### config.mk
export PLATFORM = sky130hd
export DESIGN_NAME = alu_dispatch
export DESIGN_NICKNAME = d
export VERILOG_FILES = /design/src/rtl/alu_pkg.sv /design/src/rtl/alu_regfile.sv /design/src/rtl/alu_dispatch.sv
export SDC_FILE = /design/constraint.sdc
export NUM_CORES = 1
export LEC_CHECK = 0
export CAP_MARGIN = 20
export CORE_MARGIN = 5
export CORE_UTILIZATION = 42
export DETAILED_ROUTE_END_ITERATION = 8
export PLACE_DENSITY = 0.58
export SYNTH_ARGS = -nofsm -noshare
export SYNTH_HDL_FRONTEND = slang
export SYNTH_HIERARCHICAL = 1
export SYNTH_SLANG_ARGS = --single-unit
### constraint.sdc
create_clock -name clk -period 1.8 [get_ports clk]
set_input_delay 0.36 -clock clk [delete_from_list [all_inputs] [get_ports clk]]
set_output_delay 0.36 -clock clk [all_outputs]
set_load 0.02 [all_outputs]
### src/rtl/alu_pkg.sv
// Shared definitions for the ALU issue/writeback slice: opcode set, default
// sizes and the instruction record used by producers of alu_dispatch traffic.
package alu_pkg;

    localparam int DATA_W_DEF = 32;
    localparam int NREGS_DEF  = 8;
    localparam int OP_W_DEF   = 4;
    localparam int RW_DEF     = $clog2(NREGS_DEF);

    typedef enum logic [OP_W_DEF-1:0] {
        ALU_ADD    = 4'd0,
        ALU_SUB    = 4'd1,
        ALU_AND    = 4'd2,
        ALU_OR     = 4'd3,
        ALU_XOR    = 4'd4,
        ALU_SLL    = 4'd5,
        ALU_SRL    = 4'd6,
        ALU_SRA    = 4'd7,
        ALU_SLT    = 4'd8,
        ALU_SLTU   = 4'd9,
        ALU_PASS_B = 4'd10
    } alu_op_e;

    typedef struct packed {
        alu_op_e               op;
        logic [RW_DEF-1:0]     rd;
        logic [RW_DEF-1:0]     rs1;
        logic [RW_DEF-1:0]     rs2;
        logic                  imm_en;
        logic [DATA_W_DEF-1:0] imm;
    } alu_instr_t;

endpackage

### src/rtl/alu_regfile.sv
// Architectural register file: two asynchronous read ports, one synchronous
// write port, r0 reads as zero and ignores writes. No internal bypass.
module alu_regfile
    import alu_pkg::*;
#(
    parameter  int DATA_W = DATA_W_DEF,
    parameter  int NREGS  = NREGS_DEF,
    localparam int RW     = $clog2(NREGS)
) (
    input  logic              clk,
    input  logic              rst_n,
    input  logic [RW-1:0]     ra_addr,
    output logic [DATA_W-1:0] ra_data,
    input  logic [RW-1:0]     rb_addr,
    output logic [DATA_W-1:0] rb_data,
    input  logic              we,
    input  logic [RW-1:0]     wa,
    input  logic [DATA_W-1:0] wd
);

    logic [DATA_W-1:0] regs [NREGS];

    // NOTE: this array is a handful of flops, so resetting it is cheap; a real
    // SRAM macro could not be cleared this way and would need an init sequence.
    always_ff @(posedge clk or negedge rst_n) begin
        if (!rst_n) begin
            for (int i = 0; i < NREGS; i++) begin
                regs[i] <= '0;
            end
        end else if (we && wa != '0) begin
            regs[wa] <= wd;
        end
    end

    assign ra_data = (ra_addr == '0) ? '0 : regs[ra_addr];
    assign rb_data = (rb_addr == '0) ? '0 : regs[rb_addr];

endmodule

### src/rtl/alu_dispatch.sv
// Issue/writeback stage around a combinational ALU: E register feeds the ALU,
// W register holds the result until the downstream handshake retires it.
module alu_dispatch
    import alu_pkg::*;
#(
    parameter  int DATA_W = DATA_W_DEF,
    parameter  int NREGS  = NREGS_DEF,
    parameter  int OP_W   = OP_W_DEF,
    localparam int RW     = $clog2(NREGS)
) (
    input  logic              clk,
    input  logic              rst_n,
    input  logic              in_valid,
    output logic              in_ready,
    input  logic [OP_W-1:0]   in_op,
    input  logic [RW-1:0]     in_rd,
    input  logic [RW-1:0]     in_rs1,
    input  logic [RW-1:0]     in_rs2,
    input  logic              in_imm_en,
    input  logic [DATA_W-1:0] in_imm,
    output logic [OP_W-1:0]   alu_op,
    output logic [DATA_W-1:0] alu_a,
    output logic [DATA_W-1:0] alu_b,
    input  logic [DATA_W-1:0] alu_y,
    output logic              res_valid,
    input  logic              res_ready,
    output logic [RW-1:0]     res_rd,
    output logic [DATA_W-1:0] res_data
);

    logic              e_valid;
    logic [RW-1:0]     e_rd;
    logic              w_valid;
    logic              w_adv;
    logic              e_adv;
    logic              retire;
    logic [DATA_W-1:0] rf_a;
    logic [DATA_W-1:0] rf_b;
    logic [DATA_W-1:0] src_a;
    logic [DATA_W-1:0] src_b;
    logic [DATA_W-1:0] opnd_b;

    assign w_adv     = !w_valid || res_ready;
    assign e_adv     = !e_valid || w_adv;
    assign in_ready  = e_adv;
    assign res_valid = w_valid;
    assign retire    = w_valid && res_ready;

    alu_regfile #(
        .DATA_W (DATA_W),
        .NREGS  (NREGS)
    ) u_regfile (
        .clk     (clk),
        .rst_n   (rst_n),
        .ra_addr (in_rs1),
        .ra_data (rf_a),
        .rb_addr (in_rs2),
        .rb_data (rf_b),
        .we      (retire),
        .wa      (res_rd),
        .wd      (res_data)
    );

    // Youngest producer wins: E (result still on alu_y) before W before the
    // file. A W entry retiring this cycle is not yet in the file, hence W.
    // NOTE: every output gets a default first so no path leaves it unassigned
    // and no latch is inferred.
    always_comb begin
        src_a = rf_a;
        if (in_rs1 == '0) begin
            src_a = '0;
        end else if (e_valid && e_rd == in_rs1) begin
            src_a = alu_y;
        end else if (w_valid && res_rd == in_rs1) begin
            src_a = res_data;
        end

        src_b = rf_b;
        if (in_rs2 == '0) begin
            src_b = '0;
        end else if (e_valid && e_rd == in_rs2) begin
            src_b = alu_y;
        end else if (w_valid && res_rd == in_rs2) begin
            src_b = res_data;
        end

        opnd_b = in_imm_en ? in_imm : src_b;
    end

    // NOTE: state updates use non-blocking assignments so every register
    // samples pre-edge values regardless of statement order.
    always_ff @(posedge clk or negedge rst_n) begin
        if (!rst_n) begin
            e_valid <= 1'b0;
            e_rd    <= '0;
            alu_op  <= '0;
            alu_a   <= '0;
            alu_b   <= '0;
        end else if (e_adv) begin
            e_valid <= in_valid;
            if (in_valid) begin
                e_rd   <= in_rd;
                alu_op <= in_op;
                alu_a  <= src_a;
                alu_b  <= opnd_b;
            end
        end
    end

    always_ff @(posedge clk or negedge rst_n) begin
        if (!rst_n) begin
            w_valid  <= 1'b0;
            res_rd   <= '0;
            res_data <= '0;
        end else if (w_adv) begin
            w_valid  <= e_valid;
            res_rd   <= e_rd;
            res_data <= alu_y;
        end
    end

endmodule

* After elaboration in Yosys (flattened, before gate mapping)
Cells that the tools add are included.
** Word-level totals
- Register bits after elaboration :: 364
- Input bits :: 82
- Output and inout port bits :: 105
- Word-level logic and storage cells :: 58
** Operators by class
- Order comparisons :: 4
- Eq/ne operators :: 4
- Multiplexer cells :: 16
- Bitwise operators :: 3
- Reduce and logical (&&, ||, !) cells :: 15
** Operators by type and width (number)
- 2-to-1 mux 32 bit :: 12
- bitwise mux 256 bit :: 1
- binary-select mux 32 bit (select 3 bit) :: 2
- demux 32 bit (select 3 bit) :: 1
- equality test 3 bit :: 4
- >= comparator 4 bit (second input constant) :: 3
- NOT 3 -> 4 bit :: 3
- logical AND 1 bit :: 7
- logical NOT 3 bit :: 2
- less-than comparator 4 x 1 -> 1 bit (second input constant) :: 1
- nonzero test 3 bit :: 1
- logical NOT 1 bit :: 2
- logical OR 1 bit :: 2
- AND reduction 2 bit :: 1

* Longest topological paths before layout
Gate-level depths: netlist of run 1.
- Word-level depth :: 8
- Depth in mapped cells :: 8
- Depth with buffers taken out :: 5

* By module
The synthesis of run 1 kept the hierarchy.
** By module, submodules not included
- alu_regfile :: instances 1, cells each 875, area each 12240.5 µm², seq. area each 5605.4 µm²
- alu_dispatch :: instances 1, cells each 500, area each 5589.1 µm², seq. area each 2702.6 µm²

* Worst setup path after synthesis of run 1
OpenSTA, ideal clock, no wires.
- Path kind :: reg-to-reg
- Start :: register w_valid, in the netlist res_valid
- End :: register u_regfile/regs[107] (netlist bit)
- Setup time :: 125 ps
- Arrival :: 1617 ps
- Data required time :: 1675 ps
- Path slack :: 58 ps
- Cell stages (with the launch flop) :: 7
- Path buffers :: 2
- Period minus slack after synthesis :: 1742 ps
- Path through :: dfrtp_1 > and2_1 > buf_4 > nand2_1 > nor3_4 > buf_4 > mux2_2
** On the way
- Longest elaborated chain between the ends :: 2
** Ends and longest elaborated chain
- start, declared :: line alu_dispatch.sv:33 : logic w_valid;
- start signal, assigned :: line alu_dispatch.sv:116 : w_valid <= e_valid;
- logical AND 1 bit :: line alu_dispatch.sv:47 : assign retire = w_valid && res_ready;
- net retire :: line alu_dispatch.sv:36 : logic retire;
- logical AND 1 bit :: line alu_regfile.sv:30 : end else if (we && wa != '0) begin
- end signal, assigned by index :: line alu_regfile.sv:31 : regs[wa] <= wd;
- end, declared :: line alu_regfile.sv:21 : logic [DATA_W-1:0] regs [NREGS];
The timed path passes the listed nets, and every way through them passes these cells.
A chain may end at the register's enable or synchronous reset.

* Worst setup path after layout of run 1
- Start :: register w_valid, in the netlist res_valid
- End :: register u_regfile/regs[114] (netlist bit)
The elaborated chain is that of the path after synthesis.

==> flow_summary.ini, run 1 <==
[outcome]
status = finished, final reports clean

[power_and_ir_drop]
p_sw_mw = 10.0
pwr-share-clk = 0.243
intPower_mw = 20.8
peakVddDrop_mv = 0.626
power_frac_seq = 0.417
power_density_nw_per_um2 = 1330
swShare = 0.325
comb_power_share = 0.340
p_total_mw = 30.8
total_leakage_power_nw = 10.6

[clocking]
cts_buffer_depth = 3
htreeDepth = 2
clk_latency_ns = 0.55
cts_tree = yes
clock-sinks = 332
cts-root-buf = clkbuf_16
cts_buffers = 38
cts.clk_slew.worst_paths_ns = 0.06

[die]
die_h_um = 216
initial_core_util = 0.425
io_pins = 187
die_area_sq_um = 46700
core_area_sq_um = 41900
die_x_um = 216
fp-row-count = 75

[setup_path]
required_ns = 2.22
critical_path_class = flop to flop
rr_worst_depth = 7
slowest_stage = mux2_2
end_kind = flop
path_cells = buf_4, and2_2, nand2_1, nor3_4, buf_6, buf_12, mux2_2
cp_num_buf_inv = 3
max_stage_delay_ns = 0.36
arrival_ns = 2.19
critPathMaxFanout = 10
critPathTopFamily = simple AND/OR/NAND/NOR gates
cp.depth = 7
startpoint_type = flop

[run]
maxCapViolCount = 0

[route]
drtPass1Iterations = 5
drtIter0Drc = 1041
num_vias = 13632
drc = 0
viasPerCell = 6.07
routedWlPerCell_um = 26.3
routed_wl_mm = 59.1
antenna_left = 0

[yosys]
syn_inst = 1375
synth_top_area_cell = dfrtp_1
syn_area_per_cell_sq_um = 13.0
synth_top_area_frac = 0.466
async_flop_share = 1.00
synth_edf_count = 0
yosys_warnings = 6
synth.distinct_cells = 39
yosysSeqAreaShare = 0.466
synthTopCellsByArea = dfrtp_1 47%, mux2_2 13%, mux2i_1 11%
syn-num-nets = 1457
ys.flop_type = dfrtp_1
ys_ff_latch = 332
syn_area_sq_um = 17800

[grt]
grt_use_total = 0.245
grt_pass1_vias = 14479
grt_pass1_wl_mm = 89.4
antenna_found_initial = 0
overflow = 0
grt_max_degree = 63

[final_layout]
area_growth_pct = 29.4
fin_nets = 1767
antennaDiodeCount = 0
layout-drive-gt1-share = 0.335

[hold_path]
holdPathStages = 3
hp-class = input pin to flop

[timing]
tightest_slew_ns = 0.728
fin_crit_sh = 0.981
fin_skew_ns = 0.0115
report.final.setup_viol = 0
min_period_ns = 1.77
fin_tns_setup_ns = 0
fin_hold_ws_ns = 0.247
finalMaxSlewViolations = 0
hold_viol = 0
max_freq_mhz = 567
slew_headroom = 0.514

[placement]
gp_congestion = 0.816
io_buffer_count = 186
hpwl_mm = 38.3
-- metal layers --
metal | wire length [um] | part of all wire | track usage
met5 | 0 | 0 | 0
met4 | 1590 | 0.027 | 0.0744
met3 | 3950 | 0.067 | 0.0542
met2 | 28400 | 0.48 | 0.407
met1 | 25200 | 0.43 | 0.322
-- sequential cells by signal, summed over array words and instances, names as in the netlist, 3 cells and up --
name	count
alu_a	32
res_data	32
res_rd	3
e_rd	3
alu_op	4
u_regfile/regs	224
alu_b	32
-- power by group through the flow --
stage	sequential [mW]	combinational (mW)	clock, mW
after floorplan	12.9	6.44	0
after global placement	12.7	10.4	0
after detailed placement	12.8	10.6	0
after CTS	12.7	10.4	7.64
after global routing	13.2	11.3	7.93
final	12.8	10.5	7.49
-- layout by cell type, fill, tap and decap left out, drive strengths merged, types with 25 or more instances in the layout --
cell type        n
a221oi         124
clkbuf          60
a31oi           34
dfrtp          332
buf            229
nand3           32
o21ai           32
o211ai          32
dlygate4sd2     99
nand2           25
mux2i          192
clkdlybuf4s50   72
mux2           323
a32oi           32
a21boi          32
-- logic make-up after synthesis --
logic type	after synthesis	share of synthesized area
flops	332	0.466
mux	515	0.324
compound gates	290	0.126
buf+inv	140	0.0476
simple gates	86	0.0301
xor+xnor	12	0.00589
-- synth_stat cells, types with 2 or more instances --
cell type,n
a21boi_0,32
mux2_2,205
and2b_1,2
mux2i_1,192
nand4_1,2
and2_1,4
clkbuf_1,43
mux2_4,60
dfrtp_1,332
nand2b_1,4
nand2_1,25
nor3_1,2
a31oi_1,34
nand4b_4,3
nor2b_1,2
buf_2,51
a22o_1,2
a32oi_1,32
buf_4,12
o211ai_1,32
buf_6,27
xnor2_1,12
inv_1,2
and4bb_1,2
o21ai_1,32
buf_1,4
a221oi_1,124
a21oi_1,2
nand3_1,32
mux2_1,58
-- what timing repair did --
| action | in CTS | in global routing |
|---|---|---|
| hold buffers | 1 | 0 |
| pin swaps | 4 | 4 |
| gates resized for setup | 121 | 9 |
| gates cloned | 1 | 4 |
| buffers inserted | 9 | 10 |
| endpoints found under the hold margin | 25 | 0 |
| endpoints found under the setup margin | 169 | 57 |
-- stage by stage --
step | utilization | setup slack, ns | cells | instance area (sq um)
after floorplan | - | 0.0583 | 1375 | 17800
after global placement | 0.518 | -0.563 | 2163 | 21700
after detailed placement | 0.518 | -0.608 | 2163 | 21700
after CTS | 0.545 | -0.0544 | 2234 | 22900
after global routing | 0.550 | -0.00785 | 2246 | 23100
final | 0.550 | 0.0349 | 2246 | 23100
-- path summary, 6_finish.rpt --
check,startpoint,to,slack [ns]
min,in_valid,e_valid,0.25
min reg2reg,alu_op[0],alu_op[0],0.48
min in group asynchronous,rst_n,alu_op[1],0.28
max,res_valid,u_regfile/regs[114],0.03
max reg2reg,res_valid,u_regfile/regs[114],0.03
max in group asynchronous,rst_n,u_regfile/regs[82],0.83
-- worst register-to-register path, cell delays in order (launching register included) --
cell and delay, ns:
dfrtp_1 0.35, buf_4 0.12, and2_2 0.19, nand2_1 0.10, nor3_4 0.21, buf_6 0.14
buf_12 0.16, mux2_2 0.37
-- cell type report --
| type | count | area, sq um |
|---|---|---|
| multi-input cells | 903 | 8720 |
| flip-flops and latches | 332 | 8310 |
| inverters | 2 | 7.51 |
| well taps | 539 | 674 |
| fillers | 3574 | 18900 |
| clock buffers | 56 | 1110 |
| clock inverters | 6 | 58.8 |
| repair buffers | 408 | 4190 |
Note: power is estimated with default switching activity, not from simulation.
==> run 2, diff against run 1 <==
SKIP_CTS_REPAIR_TIMING = 1   (was default)
==> flow_summary.ini, run 2 (same netlist as run 1, synthesis figures left out) <==
[setup_path]
required_ns = 2.25
arrival_ns = 2.37
rr_worst_depth = 7
reg2reg_from = res_valid
critPathTopFamily = simple AND/OR/NAND/NOR gates
max_stage_delay_ns = 0.40
worst_r2r_endpoint = alu_b[18]
critical_path_class = flop to flop
cp.depth = 7
critPathMaxFanout = 6
slowest_stage = dfrtp_1
cp-startpoint = res_valid
r2r_slack_ns = -0.11
cp_num_buf_inv = 3
end_kind = flop
startpoint_type = flop
path_cells = nand3b_1, buf_6, buf_6, nor4bb_4, nand2b_4, buf_12, o211ai_1
crit_top_cell = buf_6

[grt]
grt_max_degree = 63
grt_use_total = 0.244
grt_pass1_wl_mm = 89.0
antenna_found_initial = 0
grt_pass1_vias = 14416
overflow = 0

[final_layout]
final_cells = 2234
layout_common_cells = 328 x dfrtp_1, 205 x mux2_2, 192 x mux2i_1
fin_nets = 1755
regArea_sq_um = 8310
final_common_cell = dfrtp_1
multi_input_comb_area_sq_um = 8720
antennaDiodeCount = 0
final_util = 0.556
area_growth_pct = 30.8
largest_reg_flops = 224
layout-drive-gt1-share = 0.329
regMostFlops = u_regfile/regs
fillerInstances = 3514

[route]
drc = 0
drtPass1Iterations = 5
num_vias = 13566
routed_wl_mm = 59.1
antenna_left = 0
drtIter0Drc = 1016
routedWlPerCell_um = 26.4
viasPerCell = 6.07

[die]
fp-row-count = 75
die_area_sq_um = 46700
die_h_um = 216
initial_core_util = 0.425
io_pins = 187
die_x_um = 216
core_area_sq_um = 41900

[hold_path]
holdPathEnd = e_valid
holdCritStartpoint = in_valid
holdPathStages = 3
hp-class = input pin to flop

[power_and_ir_drop]
total_leakage_power_nw = 11.5
peakVddDrop_mv = 0.618
power_density_nw_per_um2 = 1330
p_total_mw = 30.9

[timing]
min_period_ns = 1.91
tightest_slew_ns = 0.761
hold_viol = 0
fin_crit_sh = 1.06
report.final.setup_viol = 33
fin_skew_ns = 0.0121
max_freq_mhz = 523
finalMaxSlewViolations = 0
rsz0062_at_grt = true
fin_tns_setup_ns = -2.25
timing.final.ws_setup_ns = -0.114
slew_headroom = 0.492

[run]
maxCapViolCount = 0

[clocking]
cts-root-buf = clkbuf_16
htreeDepth = 2
clock-sinks = 332
cts_buffer_depth = 3
cts.clk_slew.worst_paths_ns = 0.06
clk_latency_ns = 0.55
cts_tree = yes
cts_buffers = 38

[placement]
gp_congestion = 0.816
io_buffer_count = 186
dp_cells = 2163
hpwl_mm = 38.3

[outcome]
status = finished, violations left
violations = negative setup slack
run 2: cell count changes in the layout (fill, tap and decap cells not counted), sizes merged:
cell | before | now
dlymetal6s2s | 0 | 103
buf | 229 | 216
clkdlybuf4s15 | 3 | 0
dlygate4sd2 | 99 | 0
run 2: metrics by stage:
stage                     hold slack, ns  setup slack (ns)  instance area (sq um)
after floorplan                   0.0644            0.0583                  17800
final                              0.237            -0.114                  23300
after global placement             0.265            -0.563                  21700
after global routing               0.235            -0.184                  23300
after CTS                         -0.317            -0.725                  22900
after detailed placement           0.269            -0.608                  21700
run 2: worst max path at each step:
stage,endpoint,slack [ns]
floorplan,u_regfile/regs[107],0.06
global placement,in_ready,-0.56
detailed placement,alu_b[27],-0.61
CTS,in_ready,-0.72
global route,alu_b[18],-0.18
finish,alu_b[18],-0.11
run 2: where the power goes:
part	leakage (nW)	internal [mW]	switching, mW	total [mW]
clock network	0.577	4.38	3.10	7.48
logic	6.85	6.05	4.57	10.6
registers	4.05	10.5	2.29	12.8
run 2: tightest hold or removal path, stage by stage:
cell	delay, ns
buf_2	0.11
buf_12	0.15
nand2b_1	0.12
run 2: per-layer routing:
metal,wire length [um],up-vias,global-route usage
li1,-,5946,-
met1,25600,7015,0.322
met2,28100,488,0.406
met3,3640,117,0.0514
met4,1680,0,0.0727
met5,0,-,0
run 2: final cells by class:
type / count / share of cell area
tap: 539 / 0.0289
multi-input combinational: 903 / 0.374
sequential: 332 / 0.356
clock inverter: 6 / 0.00252
timing repair buffer: 396 / 0.190
inverter: 2 / 0.000322
clock buffer: 56 / 0.0476
